--- src/rtl/regfile_wb_arbiter.sv ---
// Two-requester (ALU/load) write-back arbiter in front of the register file, with hazard query.
// Optional forwarding of the output stage is enabled by defining RF_ARB_FWD_EN.
module regfile_wb_arbiter (
  input  logic        CLK,
  input  logic        RST,
  input  logic        A_Valid,
  input  logic [4:0]  A_Reg,
  input  logic [31:0] A_Data,
  input  logic        B_Valid,
  input  logic [4:0]  B_Reg,
  input  logic [31:0] B_Data,
  output logic        A_Ready,
  output logic        B_Ready,
  output logic        RegWre,
  output logic [4:0]  WriteReg,
  output logic [31:0] WriteData,
  input  logic [4:0]  QueryReg1,
  input  logic [4:0]  QueryReg2,
  output logic        Busy1,
  output logic        Busy2,
  output logic        FwdHit1,
  output logic        FwdHit2,
  output logic [31:0] FwdData1,
  output logic [31:0] FwdData2
);

  typedef enum logic [1:0] {ORD_TIE, ORD_A_OLD, ORD_B_OLD} ord_e;
  typedef enum logic {RR_A, RR_B} rr_e;

  logic        a_v_q, a_v_d, b_v_q, b_v_d;
  logic [4:0]  a_reg_q, a_reg_d, b_reg_q, b_reg_d;
  logic [31:0] a_data_q, a_data_d, b_data_q, b_data_d;
  ord_e        ord_q, ord_d;
  rr_e         rr_q, rr_d;
  logic        rw_q, rw_d;
  logic [4:0]  wr_q, wr_d;
  logic [31:0] wd_q, wd_d;

  logic        gnt_a, gnt_b, acc_a, acc_b;
  logic [4:0]  g_reg;
  logic [31:0] g_data;

  // Older slot wins; a tie means both were loaded on the same edge, resolved round-robin.
  always_comb begin
    gnt_a = 1'b0;
    gnt_b = 1'b0;
    if (a_v_q && b_v_q) begin
      unique case (ord_q)
        ORD_A_OLD: gnt_a = 1'b1;
        ORD_B_OLD: gnt_b = 1'b1;
        default: begin
          if (rr_q == RR_A) gnt_a = 1'b1;
          else              gnt_b = 1'b1;
        end
      endcase
    end else if (a_v_q) begin
      gnt_a = 1'b1;
    end else if (b_v_q) begin
      gnt_b = 1'b1;
    end
  end

  assign A_Ready = RST & (~a_v_q | gnt_a);
  assign B_Ready = RST & (~b_v_q | gnt_b);
  assign acc_a   = A_Valid & A_Ready;
  assign acc_b   = B_Valid & B_Ready;
  assign g_reg   = gnt_a ? a_reg_q  : b_reg_q;
  assign g_data  = gnt_a ? a_data_q : b_data_q;

  always_comb begin
    a_v_d    = (a_v_q & ~gnt_a) | acc_a;
    b_v_d    = (b_v_q & ~gnt_b) | acc_b;
    a_reg_d  = acc_a ? A_Reg  : a_reg_q;
    a_data_d = acc_a ? A_Data : a_data_q;
    b_reg_d  = acc_b ? B_Reg  : b_reg_q;
    b_data_d = acc_b ? B_Data : b_data_q;

    // A newly accepted entry is always younger than one left waiting in the other slot.
    ord_d = ORD_TIE;
    if (acc_a && acc_b)
      ord_d = ORD_TIE;
    else if (acc_a)
      ord_d = b_v_d ? ORD_B_OLD : ORD_TIE;
    else if (acc_b)
      ord_d = a_v_d ? ORD_A_OLD : ORD_TIE;
    else if (a_v_d && b_v_d)
      ord_d = ord_q;

    rr_d = rr_q;
    if (gnt_a)      rr_d = RR_B;
    else if (gnt_b) rr_d = RR_A;

    // Register-0 grants free the slot without a write pulse.
    rw_d = (gnt_a | gnt_b) && (g_reg != 5'd0);
    wr_d = rw_d ? g_reg  : wr_q;
    wd_d = rw_d ? g_data : wd_q;
  end

  always_ff @(posedge CLK or negedge RST) begin
    if (!RST) begin
      a_v_q    <= 1'b0;
      b_v_q    <= 1'b0;
      a_reg_q  <= '0;
      b_reg_q  <= '0;
      a_data_q <= '0;
      b_data_q <= '0;
      ord_q    <= ORD_TIE;
      rr_q     <= RR_A;
      rw_q     <= 1'b0;
      wr_q     <= '0;
      wd_q     <= '0;
    end else begin
      a_v_q    <= a_v_d;
      b_v_q    <= b_v_d;
      a_reg_q  <= a_reg_d;
      b_reg_q  <= b_reg_d;
      a_data_q <= a_data_d;
      b_data_q <= b_data_d;
      ord_q    <= ord_d;
      rr_q     <= rr_d;
      rw_q     <= rw_d;
      wr_q     <= wr_d;
      wd_q     <= wd_d;
    end
  end

  assign RegWre    = rw_q;
  assign WriteReg  = wr_q;
  assign WriteData = wd_q;

  assign Busy1 = (QueryReg1 != 5'd0) &&
                 ((a_v_q && a_reg_q == QueryReg1) || (b_v_q && b_reg_q == QueryReg1) ||
                  (rw_q && wr_q == QueryReg1));
  assign Busy2 = (QueryReg2 != 5'd0) &&
                 ((a_v_q && a_reg_q == QueryReg2) || (b_v_q && b_reg_q == QueryReg2) ||
                  (rw_q && wr_q == QueryReg2));

`ifdef RF_ARB_FWD_EN
  assign FwdHit1  = rw_q && (wr_q != 5'd0) && (wr_q == QueryReg1);
  assign FwdHit2  = rw_q && (wr_q != 5'd0) && (wr_q == QueryReg2);
  assign FwdData1 = FwdHit1 ? wd_q : '0;
  assign FwdData2 = FwdHit2 ? wd_q : '0;
`else
  assign FwdHit1  = 1'b0;
  assign FwdHit2  = 1'b0;
  assign FwdData1 = '0;
  assign FwdData2 = '0;
`endif

endmodule
--- config.mk ---
export PLATFORM = sky130hd
export DESIGN_NAME = regfile_wb_arbiter
export DESIGN_NICKNAME = d
export VERILOG_FILES = /design/src/rtl/regfile_wb_arbiter.sv
export SDC_FILE = /design/constraint.sdc
export NUM_CORES = 1
export LEC_CHECK = 0
export CAP_MARGIN = 20
export CORE_MARGIN = 2
export CORE_UTILIZATION = 51
export CTS_BUF_LIST = sky130_fd_sc_hd__clkbuf_8
export CTS_CLUSTER_DIAMETER = 50
export DETAILED_ROUTE_END_ITERATION = 12
export PLACE_DENSITY = 0.94
export SLEW_MARGIN = 30
export SYNTH_ARGS = -nofsm -noshare
export SYNTH_HDL_FRONTEND = slang
export SYNTH_SLANG_ARGS = --single-unit
--- constraint.sdc ---
create_clock -name CLK -period 3.8 [get_ports CLK]
set_input_delay 0.76 -clock CLK [delete_from_list [all_inputs] [get_ports CLK]]
set_output_delay 0.76 -clock CLK [all_outputs]
set_load 0.01 [all_outputs]
Word level (Yosys, flattened, before mapping)

Cells that the tools add are included.

Bits of input ports: 88
Output and inout port bits: 108
Word-level logic and storage cells: 74
Register bits after elaboration: 117

Mux-type cells: 19
Reductions and logical operators: 20
Equal/unequal tests: 9
Bitwise operators: 15

Operators with widths:

| kind                                                                   | number |
|---|---|
| 32-bit two-way mux                                                     | 1 |
| 5-bit equality test                                                    | 6 |
| 5-bit nonzero test                                                     | 3 |
| 1-bit logical AND                                                      | 12 |
| 1-bit two-way mux                                                      | 10 |
| 2-bit two-way mux                                                      | 5 |
| 1-bit bitwise AND                                                      | 6 |
| 5-bit two-way mux                                                      | 1 |
| 1-bit OR                                                               | 5 |
| 1-bit logical OR                                                       | 4 |
| 4-bit != test (second input constant)                                  | 1 |
| 1-bit NOT                                                              | 4 |
| 1-bit case mux with 2 select lines                                     | 2 |
| 2-bit by 1-bit equality test with 1-bit output (second input constant) | 1 |
| 2-bit equality test (second input constant)                            | 1 |
| 2-bit nonzero test                                                     | 1 |

Depth between registers and ports, before layout

Depth in word-level cells: 12
Gate-level depth with buffers: 9
Gate-level depth less buffers: 7

Worst setup path after synthesis

OpenSTA, ideal clock, no wires.

Path kind: in2out
From: input port QueryReg1[1]
To: output port Busy1
Arrival time: 1.578 ns
Buffers on the path: 0
Slack: 1.462 ns
Cell stages on the path: 5
Data required time: 3.040 ns
Cell sequence: xor2_1 nor4_1 and3_1 a31oi_1 a21oi_1

Cells in the longest elaborated chain, start to end: 5
Elaborated cells between the ends (all ways): 10
Those cells by class: eq/ne: 3; reduce/logical: 7

RTL lines:

| element                       | RTL line | source |
|---|---|---|
| start: declaration            | 17       | `input logic [4:0] QueryReg1,` |
| 5-bit equality test           | 132      | `((a_v_q && a_reg_q == QueryReg1) \|\| (b_v_q && b_reg_q == QueryReg1) \|\|` |
| 1-bit logical AND             | 132      |  |
| 1-bit logical OR (2 in a row) | 132      |  |
| 1-bit logical AND *           | 131      | `assign Busy1 = (QueryReg1 != 5'd0) &&` |
| end: declaration              | 19       | `output logic Busy1,` |

Every way passes the cells marked *; elsewhere a longest branch is shown, timed or not.

Worst setup path in the final report

Ends and elaborated chain as after synthesis.

==> impl_metrics.ini <==
[global_routing]
met2_usage_pct = 38.7
grtUsageTotal_pct = 22.3
busiest_layer = met2
grt_pass1_wl_mm = 21.7
grtUsageMet1_pct = 24.9
grt_antenna_before_repair = 0
overflow = 0
grt_pass1_vias = 4237
grt_max_degree = 66
use_met3_pct = 8.82

[worst_setup_path]
reg2reg_to = a_data_q[8]
worst_setup_path_start_kind = input port
crit_chain = clkdlybuf4s50_1 -> xor2_1 -> nor4_1 -> and3_1 -> a31oi_1 -> a21oi_1 -> clkdlybuf4s50_1
critPathRequiredTime_ps = 3040
path_class = input port to primary output
critPathTopFamily = buffers and inverters
slowest_stage = clkdlybuf4s50_1
critPathMaxFanout = 4
r2r_start = ord_q[0]
cp.arrival_ps = 2780
cp_num_buf_inv = 2
max_stage_delay_ps = 570
reg2reg_slack_ps = 1070
worstRegToRegCells = 7
crit_path_frequent_cell = clkdlybuf4s50_1
cp-end-kind = primary output

[power_and_ir_drop]
power_density_nw_per_um2 = 570
ir_worst_vdd_mv = 0.574
p_leak_nw = 3.34

[logic_synthesis]
ys_types = 35
synth_seq_cells = 117
synth_top_area_share_pct = 49.5
synth_edf_count = 0
synthesis.area_um2 = 5920
ys_warn_count = 0
synthTopCellsByArea = dfrtp_1 49%, mux2_2 22%, buf_4 8.4%, mux2_4 7.1%, xor2_1 3.6%
yosysSeqAreaShare_pct = 49.5
syn_avg_cell_area_um2 = 13.6
synth.largest_area_cell = dfrtp_1
syn_inst = 436
postSynth.asyncResetShare_pct = 100
synth_top_flop_cell = dfrtp_1

[cts]
cts_buffers = 17
post_cts_resized = 0
cts_tree = done
clkSinkCount = 117
worst_skew_pair.late_latency_ps = 420
cts.reportedPaths.clkPinSlew_ps = 70
post_cts_buffers = 0
clockBufferDepth = 2
htreeDepth = 4
cts_hold_buf = 0
clockRootBuffer = clkbuf_8

[drt]
post-route-drc-count = 0
vias_per_cell = 5.15
ant_nets = 0
drt_iter0_drc = 136
first_pass_iters = 5
vias = 3754
wl_per_cell_um = 18.4
routed_wl_mm = 13.4

[placement]
hpwlAfterDp_mm = 9.29
portBuffers = 129
dpl_cell_area_um2 = 7100
gp_congestion = 0.894

[timing]
worstMarginPinSlew_ps = 849
rsz0062_at_grt = no
drv_slew = 0
holdWs_ps = 235
fmaxAchievable_ghz = 0.282
fin_setup_tns_ps = 0
slew_headroom_pct = 43.4
fin_skew_ps = 9.50
period_needed_ps = 3540
post-route-period-util_pct = 93.2
hold_violations = 0
setup_viol = 0

[final_layout]
final_util_pct = 66.5
multiInputGateArea_um2 = 2630
drive_gt1_share_pct = 32.6
area_growth_syn_to_layout_pct = 27.8
num_antenna_cells = 0
fillers = 763
fin_nets = 663
seqCellArea_um2 = 2930
design_area_um2 = 7560

[floorplanning]
core-area_um2 = 11400
io_pins = 196
dieWidth_um = 112
start_util_pct = 52.0
rows = 39
die_area_um2 = 12500
die_h_um = 112

[job]
max_cap_violations = 0

[hold_path]
holdCritPathClass = input port to async pin

[status]
status = finished, final reports clean
## cells in the mapped netlist, types with 2 or more instances
master    count
nor4_1        6
nand3_1       5
mux2i_1       2
a31oi_1       2
and2_1        3
dfrtp_1     117
o22ai_1       2
mux2_4       28
nor2_1        6
inv_1         7
buf_2        10
or4_1         3
mux2_2      116
clkbuf_1      2
a21oi_1       4
xor2_1       24
and3_1        2
xnor2_1       6
o21ai_0       3
nand2_1       5
buf_6         3
ha_1          2
buf_4        66
## layer usage
layer,share of wire [%],vias to the layer above
li1,-,1663
met1,38,1849
met2,51,210
met3,9.5,32
met4,2.2,0
met5,0,-
## power breakdown
part	switching (mW)	internal, mW
sequential	0.235	1.53
combinational	0.462	0.781
clock	0.538	0.759
total	1.24	3.07
## cell type report
cell class / count / share of cell area (%)
tap: 143 / 2.37
clock buffer: 19 / 3.46
multi-input combinational: 295 / 34.7
inverter: 7 / 0.347
timing repair buffer: 135 / 17.8
clock inverter: 13 / 2.58
sequential: 117 / 38.7
## cell families after synthesis
logic type | Yosys count | synth area share, %
xor gates and xnor gates | 30 | 4.44
AOI/OAI and AO/OA | 18 | 2.52
other | 1 | 0.0634
and+or+nand+nor | 33 | 3.11
buffers and inverters | 89 | 10.4
DFF | 117 | 49.5
adders and majority gates | 2 | 0.423
muxes | 146 | 29.5
## cells in the final DEF (no fill, tap or decap), types with 6 or more instances in the layout
cell / Yosys / layout
clkbuf_8: 0 / 19
mux2_2: 116 / 116
nor2_1: 6 / 6
xor2_1: 24 / 24
xnor2_1: 6 / 6
conb_1: 1 / 66
inv_1: 7 / 7
clkdlybuf4s50_1: 0 / 128
mux2_4: 28 / 28
buf_4: 66 / 6
nor4_1: 6 / 6
dfrtp_1: 117 / 117
## registers in the layout, indices dropped and copies added (netlist names)
name / count
WriteData: 32
a_data_q: 32
b_data_q: 32
WriteReg: 5
a_reg_q: 5
b_reg_q: 5
ord_q: 2
RegWre: 1
a_v_q: 1
b_v_q: 1
rr_q: 1
## worst max path at each step
stage | from | end | depth (start not counted)
final | QueryReg1[1] | Busy1 | 7
after CTS | QueryReg1[1] | Busy1 | 7
after detailed placement | QueryReg1[1] | Busy1 | 7
after global placement | QueryReg1[1] | Busy1 | 7
after floorplan | QueryReg1[1] | Busy1 | 5
after global routing | QueryReg1[1] | Busy1 | 7
## per-stage QoR
step / cells / power [mW] / worst slack, ps
2_1_floorplan: 501 / 2.46 / 1460
3_3_place_gp: 697 / 2.95 / 349
3_5_place_dp: 697 / 3.02 / 322
4_1_cts: 729 / 4.33 / 310
5_1_grt: 729 / 4.50 / 131
6_report: 729 / 4.31 / 257
(Power assumes the default switching activity.)
